==> config.mk <==
export PLATFORM = sky130hd
export DESIGN_NAME = serial_tx
export DESIGN_NICKNAME = d
export VERILOG_FILES = /design/src/rtl/serial_tx.sv
export SDC_FILE = /design/constraint.sdc
export NUM_CORES = 1
export LEC_CHECK = 0
export ABC_AREA = 0
export CORE_MARGIN = 2
export CORE_UTILIZATION = 46
export DETAILED_ROUTE_END_ITERATION = 8
export PLACE_DENSITY = 0.69
export SETUP_SLACK_MARGIN = 0.2
export SYNTH_ARGS = -nofsm -noshare
export SYNTH_HDL_FRONTEND = slang
export SYNTH_SLANG_ARGS = --single-unit
==> constraint.sdc <==
create_clock -name clk -period 1.6 [get_ports clk]
set_input_delay 0.16 -clock clk [delete_from_list [all_inputs] [get_ports clk]]
set_output_delay 0.16 -clock clk [all_outputs]
set_load 0.1 [all_outputs]
==> src/rtl/serial_tx.sv <==
`timescale 1ns/1ps
// Purpose    : framed bit-serial transmitter (start, data LSB-first, optional parity, stop bits).
// Latency    : start bit appears on tx the cycle after accept; frame = (1+size+PARITY_EN+STOP_BITS)*DIV cycles.
// Backpressure: ready_out is high only in IDLE; valid_in is ignored while a frame is in flight.
//
// Ports:
//   clk       - clock, all state changes on posedge
//   rst       - asynchronous active-high reset; aborts any frame in progress
//   data_in   - word to transmit, captured on the accept edge only
//   valid_in  - upstream presents a word on data_in
//   ready_out - transmitter can accept a word this cycle
//   tx        - serial line (registered), idle high
//   busy      - frame in progress (registered), high through the done cycle
//   done      - single-cycle pulse on the final cycle of the last stop bit
module serial_tx #(
    parameter int size       = 8,
    parameter int DIV        = 4,
    parameter int PARITY_EN  = 0,
    parameter int PARITY_ODD = 0,
    parameter int STOP_BITS  = 1
) (
    input  logic            clk,
    input  logic            rst,
    input  logic [size-1:0] data_in,
    input  logic            valid_in,
    output logic            ready_out,
    output logic            tx,
    output logic            busy,
    output logic            done
);

    // Divider and bit counter widths; both are kept at least one bit wide so
    // DIV=1 and size=1 configurations still elaborate cleanly.
    localparam int DW   = (DIV > 1) ? $clog2(DIV) : 1;
    localparam int BMAX = (size > STOP_BITS) ? size : STOP_BITS;
    localparam int BW   = (BMAX > 1) ? $clog2(BMAX) : 1;

    localparam logic [DW-1:0] DIV_LAST  = DW'(DIV - 1);
    localparam logic [BW-1:0] DATA_LAST = BW'(size - 1);
    localparam logic [BW-1:0] STOP_LAST = BW'(STOP_BITS - 1);
    localparam logic          PAR_INV   = (PARITY_ODD != 0);
    localparam logic          HAS_PAR   = (PARITY_EN != 0);

    typedef enum logic [2:0] {
        IDLE   = 3'd0,
        START  = 3'd1,
        DATA   = 3'd2,
        PARITY = 3'd3,
        STOP   = 3'd4
    } state_t;

    state_t          state;
    state_t          state_nxt;
    logic [size-1:0] shreg;
    logic [size-1:0] shreg_nxt;
    logic [DW-1:0]   div_cnt;
    logic [DW-1:0]   div_nxt;
    logic [BW-1:0]   bit_cnt;
    logic [BW-1:0]   bit_nxt;
    logic            parity;
    logic            parity_nxt;
    logic            tx_nxt;
    logic            busy_nxt;

    logic            accept;
    logic            bit_end;
    logic            data_last;
    logic            stop_last;

    // Handshake: ready is combinational on the state so it drops in the same
    // cycle an asynchronous reset arrives and rises right after release.
    assign ready_out = (state == IDLE) && !rst;
    assign accept    = (state == IDLE) && valid_in && ready_out;

    // The divider runs only while a frame is active; each bit spans DIV cycles.
    assign bit_end   = (div_cnt == DIV_LAST);
    assign data_last = (bit_cnt == DATA_LAST);
    assign stop_last = (bit_cnt == STOP_LAST);

    // ------------------------------------------------------------------
    // State register (plus datapath registers and registered outputs)
    // ------------------------------------------------------------------
    always_ff @(posedge clk or posedge rst) begin
        if (rst) begin
            state   <= IDLE;
            shreg   <= '0;
            div_cnt <= '0;
            bit_cnt <= '0;
            parity  <= 1'b0;
            tx      <= 1'b1;
            busy    <= 1'b0;
        end else begin
            state   <= state_nxt;
            shreg   <= shreg_nxt;
            div_cnt <= div_nxt;
            bit_cnt <= bit_nxt;
            parity  <= parity_nxt;
            tx      <= tx_nxt;
            busy    <= busy_nxt;
        end
    end

    // ------------------------------------------------------------------
    // Next-state logic
    // ------------------------------------------------------------------
    always_comb begin
        state_nxt = state;
        case (state)
            IDLE: begin
                if (accept) begin
                    state_nxt = START;
                end
            end
            START: begin
                if (bit_end) begin
                    state_nxt = DATA;
                end
            end
            DATA: begin
                if (bit_end && data_last) begin
                    state_nxt = HAS_PAR ? PARITY : STOP;
                end
            end
            PARITY: begin
                if (bit_end) begin
                    state_nxt = STOP;
                end
            end
            STOP: begin
                if (bit_end && stop_last) begin
                    state_nxt = IDLE;
                end
            end
            default: state_nxt = IDLE;
        endcase
    end

    // ------------------------------------------------------------------
    // Datapath next values: divider, bit counter, shift register, parity
    // ------------------------------------------------------------------
    always_comb begin
        shreg_nxt  = shreg;
        div_nxt    = div_cnt;
        bit_nxt    = bit_cnt;
        parity_nxt = parity;

        if (state == IDLE) begin
            div_nxt = '0;
            bit_nxt = '0;
            if (accept) begin
                shreg_nxt  = data_in;
                // Even parity is the XOR of the data bits; odd is its inverse.
                parity_nxt = (^data_in) ^ PAR_INV;
            end
        end else begin
            div_nxt = bit_end ? '0 : div_cnt + 1'b1;
            if (bit_end) begin
                case (state)
                    DATA: begin
                        shreg_nxt = shreg >> 1;
                        bit_nxt   = data_last ? '0 : bit_cnt + 1'b1;
                    end
                    STOP: begin
                        // The bit counter is reused to count stop bits.
                        bit_nxt = stop_last ? '0 : bit_cnt + 1'b1;
                    end
                    default: begin
                        bit_nxt = '0;
                    end
                endcase
            end
        end
    end

    // ------------------------------------------------------------------
    // Output logic. tx and busy are computed from the next state so the
    // registered copies line up with the state they describe; done is a
    // decode of the current state, which is itself a register.
    // ------------------------------------------------------------------
    always_comb begin
        tx_nxt   = 1'b1;
        busy_nxt = (state_nxt != IDLE);
        case (state_nxt)
            START:   tx_nxt = 1'b0;
            DATA:    tx_nxt = shreg_nxt[0];
            PARITY:  tx_nxt = parity_nxt;
            default: tx_nxt = 1'b1;
        endcase
    end

    assign done = (state == STOP) && bit_end && stop_last;

endmodule

== After elaboration in Yosys (flattened, before gate mapping) ==
Cells that the tools add are included.
Word-level totals
  flip-flop bits (word level): 19
  input bits: 11
  output and inout bits: 4
  word-level logic and storage cells: 55
Cells by class
  add/subtract/negate cells: 2
  equality and inequality tests: 10
  multiplexer cells: 20
  reduce and logical (&&, ||, !) cells: 15
Operators with widths (count)
  2-to-1 mux 8 bit: 4
  2-to-1 mux 3 bit: 9
  one-hot mux 3 bit (5 select lines): 1
  equality test 3 x 2 -> 1 bit, second input constant: 4
  parity 8 bit: 1
  logical AND 1 bit: 7
  equality test 3 x 1 -> 1 bit, second input constant: 2
  equality test 3 bit, second input constant: 2
  logical NOT 3 bit: 2
  one-hot mux 3 bit (2 select lines): 1
  2-to-1 mux 2 bit: 2
  nonzero test 2 bit: 2
  adder 3 x 1 -> 3 bit, second input constant: 1
  one-hot mux 1 bit (3 select lines): 1
  AND reduction 3 bit: 1
  nonzero test 3 bit: 1
  adder 2 x 1 -> 2 bit, second input constant: 1
  equality test 2 bit, second input constant: 1
  2-to-1 mux 1 bit: 2
  != test 2 bit, second input constant: 1
  logical NOT 1 bit: 1

== Depth between registers and ports, before layout ==
Gate-level depths: netlist of the first run.
  depth in word-level cells: 7
  depth in mapped cells: 6

== Least setup slack after synthesis of the first run ==
No wires, ideal clock.
  path kind: register to output
  start: register bit_cnt[0]
  end: output done
  arrival time: 2.751 ns
  setup slack: -1.311 ns
  stages on the path, launching flop included: 5
  cells stage by stage: dfrtp_1 inv_1 ha_1 nand2b_1 nor3_1
Between the ends
  cells in the longest elaborated chain, start to end: 2
RTL lines
  start: declaration: line 58  | logic [BW-1:0] bit_cnt;
  start signal: assignment: line 96  | bit_cnt <= bit_nxt;
  logical NOT 3 bit: line 78  | assign stop_last = (bit_cnt == STOP_LAST);
  logical AND 1 bit: line 191  | assign done = (state == STOP) && bit_end && stop_last;
  end: declaration: line 29  | output logic done
Every way passes these cells.

== Worst setup path in the final report of the first run ==
  start: register state[2]
  end: output ready_out
Between the ends
  cells in the longest elaborated chain, start to end: 2
RTL lines
  start: declaration: line 52  | state_t state;
  start signal: assignment: line 93  | state <= state_nxt;
  logical NOT 3 bit: line 72  | assign ready_out = (state == IDLE) && !rst;
  logical AND 1 bit: line 72
  end: declaration: line 26  | output logic ready_out,
Every way passes these cells.

==> metrics, run 1 <==
Min-Delay Path Class=input pin to asynchronous set/reset pin; num rows=17; WS Path Type=flip-flop to output port; worst setup margin=-0.0865 ns; drt first-iter violations=17; failing checks=negative setup slack; starting density of the core=0.482; hold buffer count at CTS=0; hpwl dp=1680 um; WP data required=1.44 ns; startpoint class of the critical path=flip-flop; Post-synth EDFFs=0; clock share of power=0.094; TritonRoute pass-1 iters=4; vias in the first global route=923; Gate Count Post-Synth=around 100; deepest clock path buffer count=2; Period minus WS final=around 1.7 ns; Area Growth Syn to Fin=57.4%; dpl ws=-0.164 ns; top-area cell type share of the netlist area=0.423; Sw Share=0.406; initial antenna violation count=0; clk_lat worst skew=0.29 ns; outcome=finished with violations; Die Y=52.1 um; Synthesized Nets=116; RSZ-0062 raised after global routing=true; global placer's final weighted congestion=0.802; total CTS buffers=3; Relative slew margins=0.837; sequential share of the synthesized area=0.447; Clock Sinks=19; H-tree depth=1; pwr/cell area=1550 mW/mm2; vias per inst=5.37; TritonCTS clock tree=yes; nets=155; fin util=0.758; Synth Flop Type=dfrtp_1; Hold Slack=0.351 ns; commonest cells in the netlist=dfrtp_1 (18), a21o_1 (7), a22o_1 (7), xnor2_1 (7), nor2_1 (6); sequential cell area=478 um2; I/O pins=15; clock slew at reported path FFs=0.12 ns; Cell Int Power=1.54 mW; ant diodes=0; Core Region=0.00221 mm2; P_leak=roughly 0.75 nW; Worst-Margin Slew=0.245 ns; Fillers=155; Max Fclk=just under 600 MHz; Max Clock Skew=0.00758 ns; Final ANT Viol Nets=0; Synth Cell Area=0.00107 mm2; Avg WL per Cell=14.7 um; Setup crit end kind=output port; dominant cells by area after synthesis=dfrtp_1 (42%), a22o_1 (5.8%), xnor2_1 (5.8%); fin crit share=1.05; Yosys warning count=0; max-slew violations=0; # port buffers=14; max cap viols=0; Final Hold Fails=0; part of the power in combinational logic=0.610; first-pass GRT wire length=4060 um; CTS Root Buffer Type=clkbuf_4; via count=~900; final setup vio count=3; Multi-input gate area=692 um2; switching power=1.05 mW; syn avg cell area=10.6 um2; DRC errors left=0; Tot GR Track Use=0.204; layout cells sized above 1=0.475; synth unique cells=35; total gr overflow=0; VDD IR max=1.02 mV; FF+latch count, synth=19; Routed WL=2450 um; largest net degree at the start of global routing=20; Post-synth ARST share=1.00; top-count cell post-synth=dfrtp_1; Crit Path Max Fanout=2; die area=0.00272 mm2; Seq pwr share=0.297; Critical Path AT=1.53 ns; cell accounting for the most synthesized area=dfrtp_1; die width=52.1 um
[sequential cells by signal, indices dropped and copies added, names as in the netlist]
register	count
shreg	8
busy	1
div_cnt	2
tx	1
bit_cnt	3
state	3
parity	1
[critical path, stage by stage (launching register included)]
cell	delay, ns
dfrtp_1	0.42
buf_6	0.13
or3_4	0.39
nor2_4	0.11
buf_12	0.18
[logic make-up after synthesis]
family / synth area share
compound gates: 0.227
xor+xnor: 0.0575
fa+ha+maj: 0.0470
buf+inv: 0.0528
flops: 0.447
simple gates: 0.169
[per-layer routing]
layer  vias up  track usage  part of all wire
li1        435            -                 -
met1       446        0.257              0.44
met2        15        0.367              0.54
met3         0       0.0259             0.024
met4         0       0.0513                 0
met5         -            0                 0
[area by class of cell]
| cell class | instances | share of cell area |
|---|---|---|
| Multi-Input combinational cell | 72 | 0.412 |
| Inverter | 5 | 0.0127 |
| Clock buffer | 3 | 0.0134 |
| Clock inverter | 1 | 0.00298 |
| Sequential cell | 19 | 0.285 |
| Tap cell | 28 | 0.0209 |
| Timing Repair Buffer | 39 | 0.253 |
[placed cells by master, fill, tap and decap left out, types with 2 or more instances in the layout]
| cell | n |
|---|---|
| dfrtp_1 | 17 |
| buf_6 | 13 |
| buf_4 | 11 |
| clkdlybuf4s50_1 | 10 |
| a22o_1 | 7 |
| a21o_1 | 7 |
| xnor2_1 | 7 |
| nand2b_4 | 4 |
| nor2_4 | 4 |
| buf_12 | 4 |
| a21oi_2 | 3 |
| nand2_1 | 3 |
| inv_1 | 3 |
| clkbuf_4 | 3 |
| nor2_2 | 2 |
| nor3_4 | 2 |
| or3_1 | 2 |
| o21ai_0 | 2 |
| ha_4 | 2 |
[what timing repair did]
action,in CTS,in global routing
pin swaps,7,20
gates cloned,0,0
resized for setup,19,21
buffers inserted,9,3
endpoints found under the setup margin,14,16
[power groups by stage]
stage          logic [mW]  clock network, mW  registers, mW
2_1_floorplan       0.724                  0          0.915
3_3_place_gp         1.23                  0          0.774
3_5_place_dp         1.25                  0          0.781
4_1_cts              1.45              0.253          0.766
5_1_grt              1.69              0.272          0.785
6_report             1.58              0.243          0.770
[final timing paths]
path,from,to,slack [ns],cells after the start
min in group clk,data_in[7],shreg[7]$_DFFE_PP0P_,0.46,3
max,state[2]$_DFF_PP0_,ready_out,-0.09,4
min,rst,div_cnt[0]$_DFF_PP0_,0.35,3
max in group asynchronous,rst,tx$_DFF_PP1_,0.99,3
min reg2reg,shreg[0]$_DFF_PP0_,shreg[0]$_DFF_PP0_,0.48,1
max reg2reg,bit_cnt[0]$_DFFE_PP0P_,tx$_DFF_PP1_,-0.03,7
[stage by stage]
stage / setup TNS (ns) / cells / power (mW) / cell area [um2]
4_1_cts: -0.193 / 164 / 2.47 / 1580
3_3_place_gp: -0.865 / 151 / 2.00 / 1420
3_5_place_dp: -1.26 / 151 / 2.03 / 1420
2_1_floorplan: 0 / 101 / 1.64 / 1150
5_1_grt: -0.377 / 167 / 2.74 / 1680
6_report: -0.156 / 167 / 2.60 / 1680
(Power assumes the default switching activity.)
==> run 2: changes to the inputs <==
Settings changed: ABC_AREA 0 to unset, CELL_PAD_IN_SITES_DETAIL_PLACEMENT set to 1, CELL_PAD_IN_SITES_GLOBAL_PLACEMENT set to 1, CORE_ASPECT_RATIO set to 2, CORE_UTILIZATION 46 to 37, PLACE_DENSITY 0.69 to 0.7.
==> run 2 against run 1 <==
The run still ends with negative setup slack left. Routed wire length rose by 40%. Sequential power up 4.2%. Sequential share of layout area down 0.37 points. Clock skew fell by 0.0049 ns. Power increased by 8.1%. Combinational power up 4%. Largest power group unchanged. Design area rose by 1.6%. Clock power rose by 46%. Final cell count rose by 1.8%. Highest routed layer is now met4. Die area rose by 23%.
==> metrics, run 2 (synthesis gave the netlist of run 1 again) <==
Routed WL=3420 um (+40%); I/O pins=15 (unchanged); Die Y=79.9 um (+53%); Multi-input gate area=706 um2 (+2.0%); part of the power in combinational logic=0.588 (-0.022); drt first-iter violations=8 (-9); vias per inst=5.59 (+4.3%); startpoint class of the critical path=flip-flop; total gr overflow=0 (unchanged); outcome=finished with violations; clk_lat worst skew=0.27 ns (-0.02 ns); routing usage on met2=0.458 (+0.0907); dpl ws=-0.110 ns (+0.0539 ns); Final Hold Fails=0 (unchanged); busiest grt layer=met2; max-slew violations=0 (unchanged); crit-path cells=buf_6 -> or3_4 -> nor2_4 -> buf_12; Max Fclk=599 MHz (+0.95%); Max Clock Skew=0.00267 ns (-0.00491 ns); grt met1 use=0.205 (-0.0524); starting density of the core=0.390 (-0.0923); Min-Delay Path Class=input pin to asynchronous set/reset pin; commonest non-fill, non-tap cell in the layout=buf_4; Critical Path AT=1.51 ns (-0.02 ns); clock share of power=0.126 (+0.032); worst setup margin=-0.0707 ns (+0.0158 ns); crit-path max cell delay=0.43 ns (about the same); final setup vio count=3 (unchanged); # port buffers=14 (unchanged); hpwl dp=2230 um (+32%); Sw Share=0.413 (+0.00699); max cap viols=0 (unchanged); Hold Slack=0.330 ns (-0.0209 ns); num rows=27 (+10); WS Path Type=flip-flop to output port; layout cells sized above 1=0.475 (about the same); P_leak=0.759 nW (+0.62%); failing checks=negative setup slack; Crit Path Max Fanout=3 (+1); VDD IR max=0.811 mV (-21%); biggest regs=shreg x8, bit_cnt x3, state x3; largest net degree at the start of global routing=20 (unchanged); initial antenna violation count=0 (unchanged); DRC errors left=0 (unchanged); WP data required=1.44 ns (about the same); placed insts=154 (+2.0%); crit path buf inv count=2 (unchanged); total CTS buffers=3 (unchanged); Cell Int Power=1.65 mW (+6.8%); die width=42.0 um (-20%); Setup crit end kind=output port; commonest non-fill, non-tap cells in the layout=buf_4 (18), dfrtp_1 (16), clkdlybuf4s50_1 (10); Seq pwr share=0.286 (-0.011); slowest stage cell, crit path=dfrtp_2; Clock Sinks=19 (unchanged); hold buffer count at CTS=0 (unchanged); Largest register FFs=8 (unchanged); H-tree depth=1 (unchanged); Area Growth Syn to Fin=59.9%; Setup TNS=-0.162 ns (-0.00617 ns); CTS Root Buffer Type=clkbuf_8; Tot GR Track Use=0.233 (+0.0297); Final ANT Viol Nets=0 (unchanged); Avg WL per Cell=20.1 um (+37%); Fillers=292 (+88%); nets=157 (+1.3%); Core Region=0.00274 mm2 (+24%); via count=951 (+6.1%); deepest clock path buffer count=2 (unchanged); Worst-Margin Slew=0.382 ns (+0.137 ns); TritonCTS clock tree=yes; RSZ-0062 raised after global routing=true; Relative slew margins=0.743 (-0.0939); met3 Track Usage GR=0.0339 (+0.00807); Period minus WS final=1.67 ns (-0.0158 ns); Most flops, register=shreg; ant diodes=0 (unchanged); vias in the first global route=1133 (+23%); fin crit share=1.04 (-0.00989); first-pass GRT wire length=5600 um (+38%); non-filler cells, final=170 (+1.8%); global placer's final weighted congestion=0.786 (-2.0%); switching power=1.16 mW (+9.9%); clock slew at reported path FFs=0.08 ns (-0.04 ns); pwr/cell area=1650 mW/mm2 (+6.4%); sequential cell area=479 um2 (+0.26%); TritonRoute pass-1 iters=3 (-1); die area=0.00335 mm2 (+23%); delay-heaviest family, CP=simple AND/OR/NAND/NOR gates
run 2: cell types whose count changed in the layout (fill, tap and decap cells not counted), sizes merged:
cell    delta
buf        +2
clkbuf     +1
clkinv     -1
run 2: path summary, 6_finish.rpt:
| kind | from | endpoint | slack [ns] | cells after the start |
|---|---|---|---|---|
| setup / recovery | state[1]$_DFF_PP0_ | ready_out | -0.07 | 4 |
| hold / removal | rst | shreg[6]$_DFFE_PP0P_ | 0.33 | 3 |
| setup reg to reg | state[1]$_DFF_PP0_ | tx$_DFF_PP1_ | -0.06 | 5 |
| hold reg to reg | shreg[2]$_DFFE_PP0P_ | shreg[2]$_DFFE_PP0P_ | 0.49 | 1 |
| max in group asynchronous | rst | tx$_DFF_PP1_ | 1.00 | 3 |
| min in group clk | shreg[2]$_DFFE_PP0P_ | shreg[2]$_DFFE_PP0P_ | 0.49 | 1 |
run 2: metrics by stage:
stage | utilization | cell area, um2 | total power, mW
2_1_floorplan | - | 1150 | 1.64
3_3_place_gp | 0.524 | 1430 | 2.05
3_5_place_dp | 0.524 | 1430 | 2.09
4_1_cts | 0.594 | 1620 | 2.66
5_1_grt | 0.623 | 1700 | 2.96
6_report | 0.623 | 1700 | 2.81
run 2: power by group through the flow:
stage,Combinational (mW),Clock (mW),Sequential (mW)
after global routing,1.76,0.384,0.818
after global placement,1.25,0,0.797
after detailed placement,1.28,0,0.806
after CTS,1.50,0.362,0.801
final,1.65,0.354,0.802
after floorplan,0.724,0,0.915
run 2: timing repair:
| item | 4_1_cts | 5_1_grt |
|---|---|---|
| setup endpoints to repair | 13 | 17 |
| gates resized for setup | 18 | 16 |
| setup buffers | 10 | 2 |
| pin swaps | 12 | 19 |
run 2: worst register-to-register path, cell delays in order (launching register included):
cell,delay [ns]
dfrtp_2,0.43
buf_6,0.12
or4b_4,0.51
nor2b_4,0.14
o31ai_2,0.21
o31a_1,0.18
run 2: final cells by class:
cell class / count / share of cell area
clock buffers: 4 / 0.0264
inverters: 5 / 0.0125
multi-input cells: 72 / 0.414
flip-flops and latches: 19 / 0.281
well taps: 29 / 0.0213
repair buffers: 41 / 0.244
run 2: per-layer routing:
metal  routed length [um]  vias to the layer above
li1                     -                      437
met1                 1120                      481
met2                 2090                       21
met3                   77                       12
met4                  126                        0
met5                    0                        -
==> run 3: changes to the inputs <==
Settings changed: ABC_AREA set to 0.
==> results of run 3 <==
No change in the layout: final DEF, timing and power equal those of run 2.
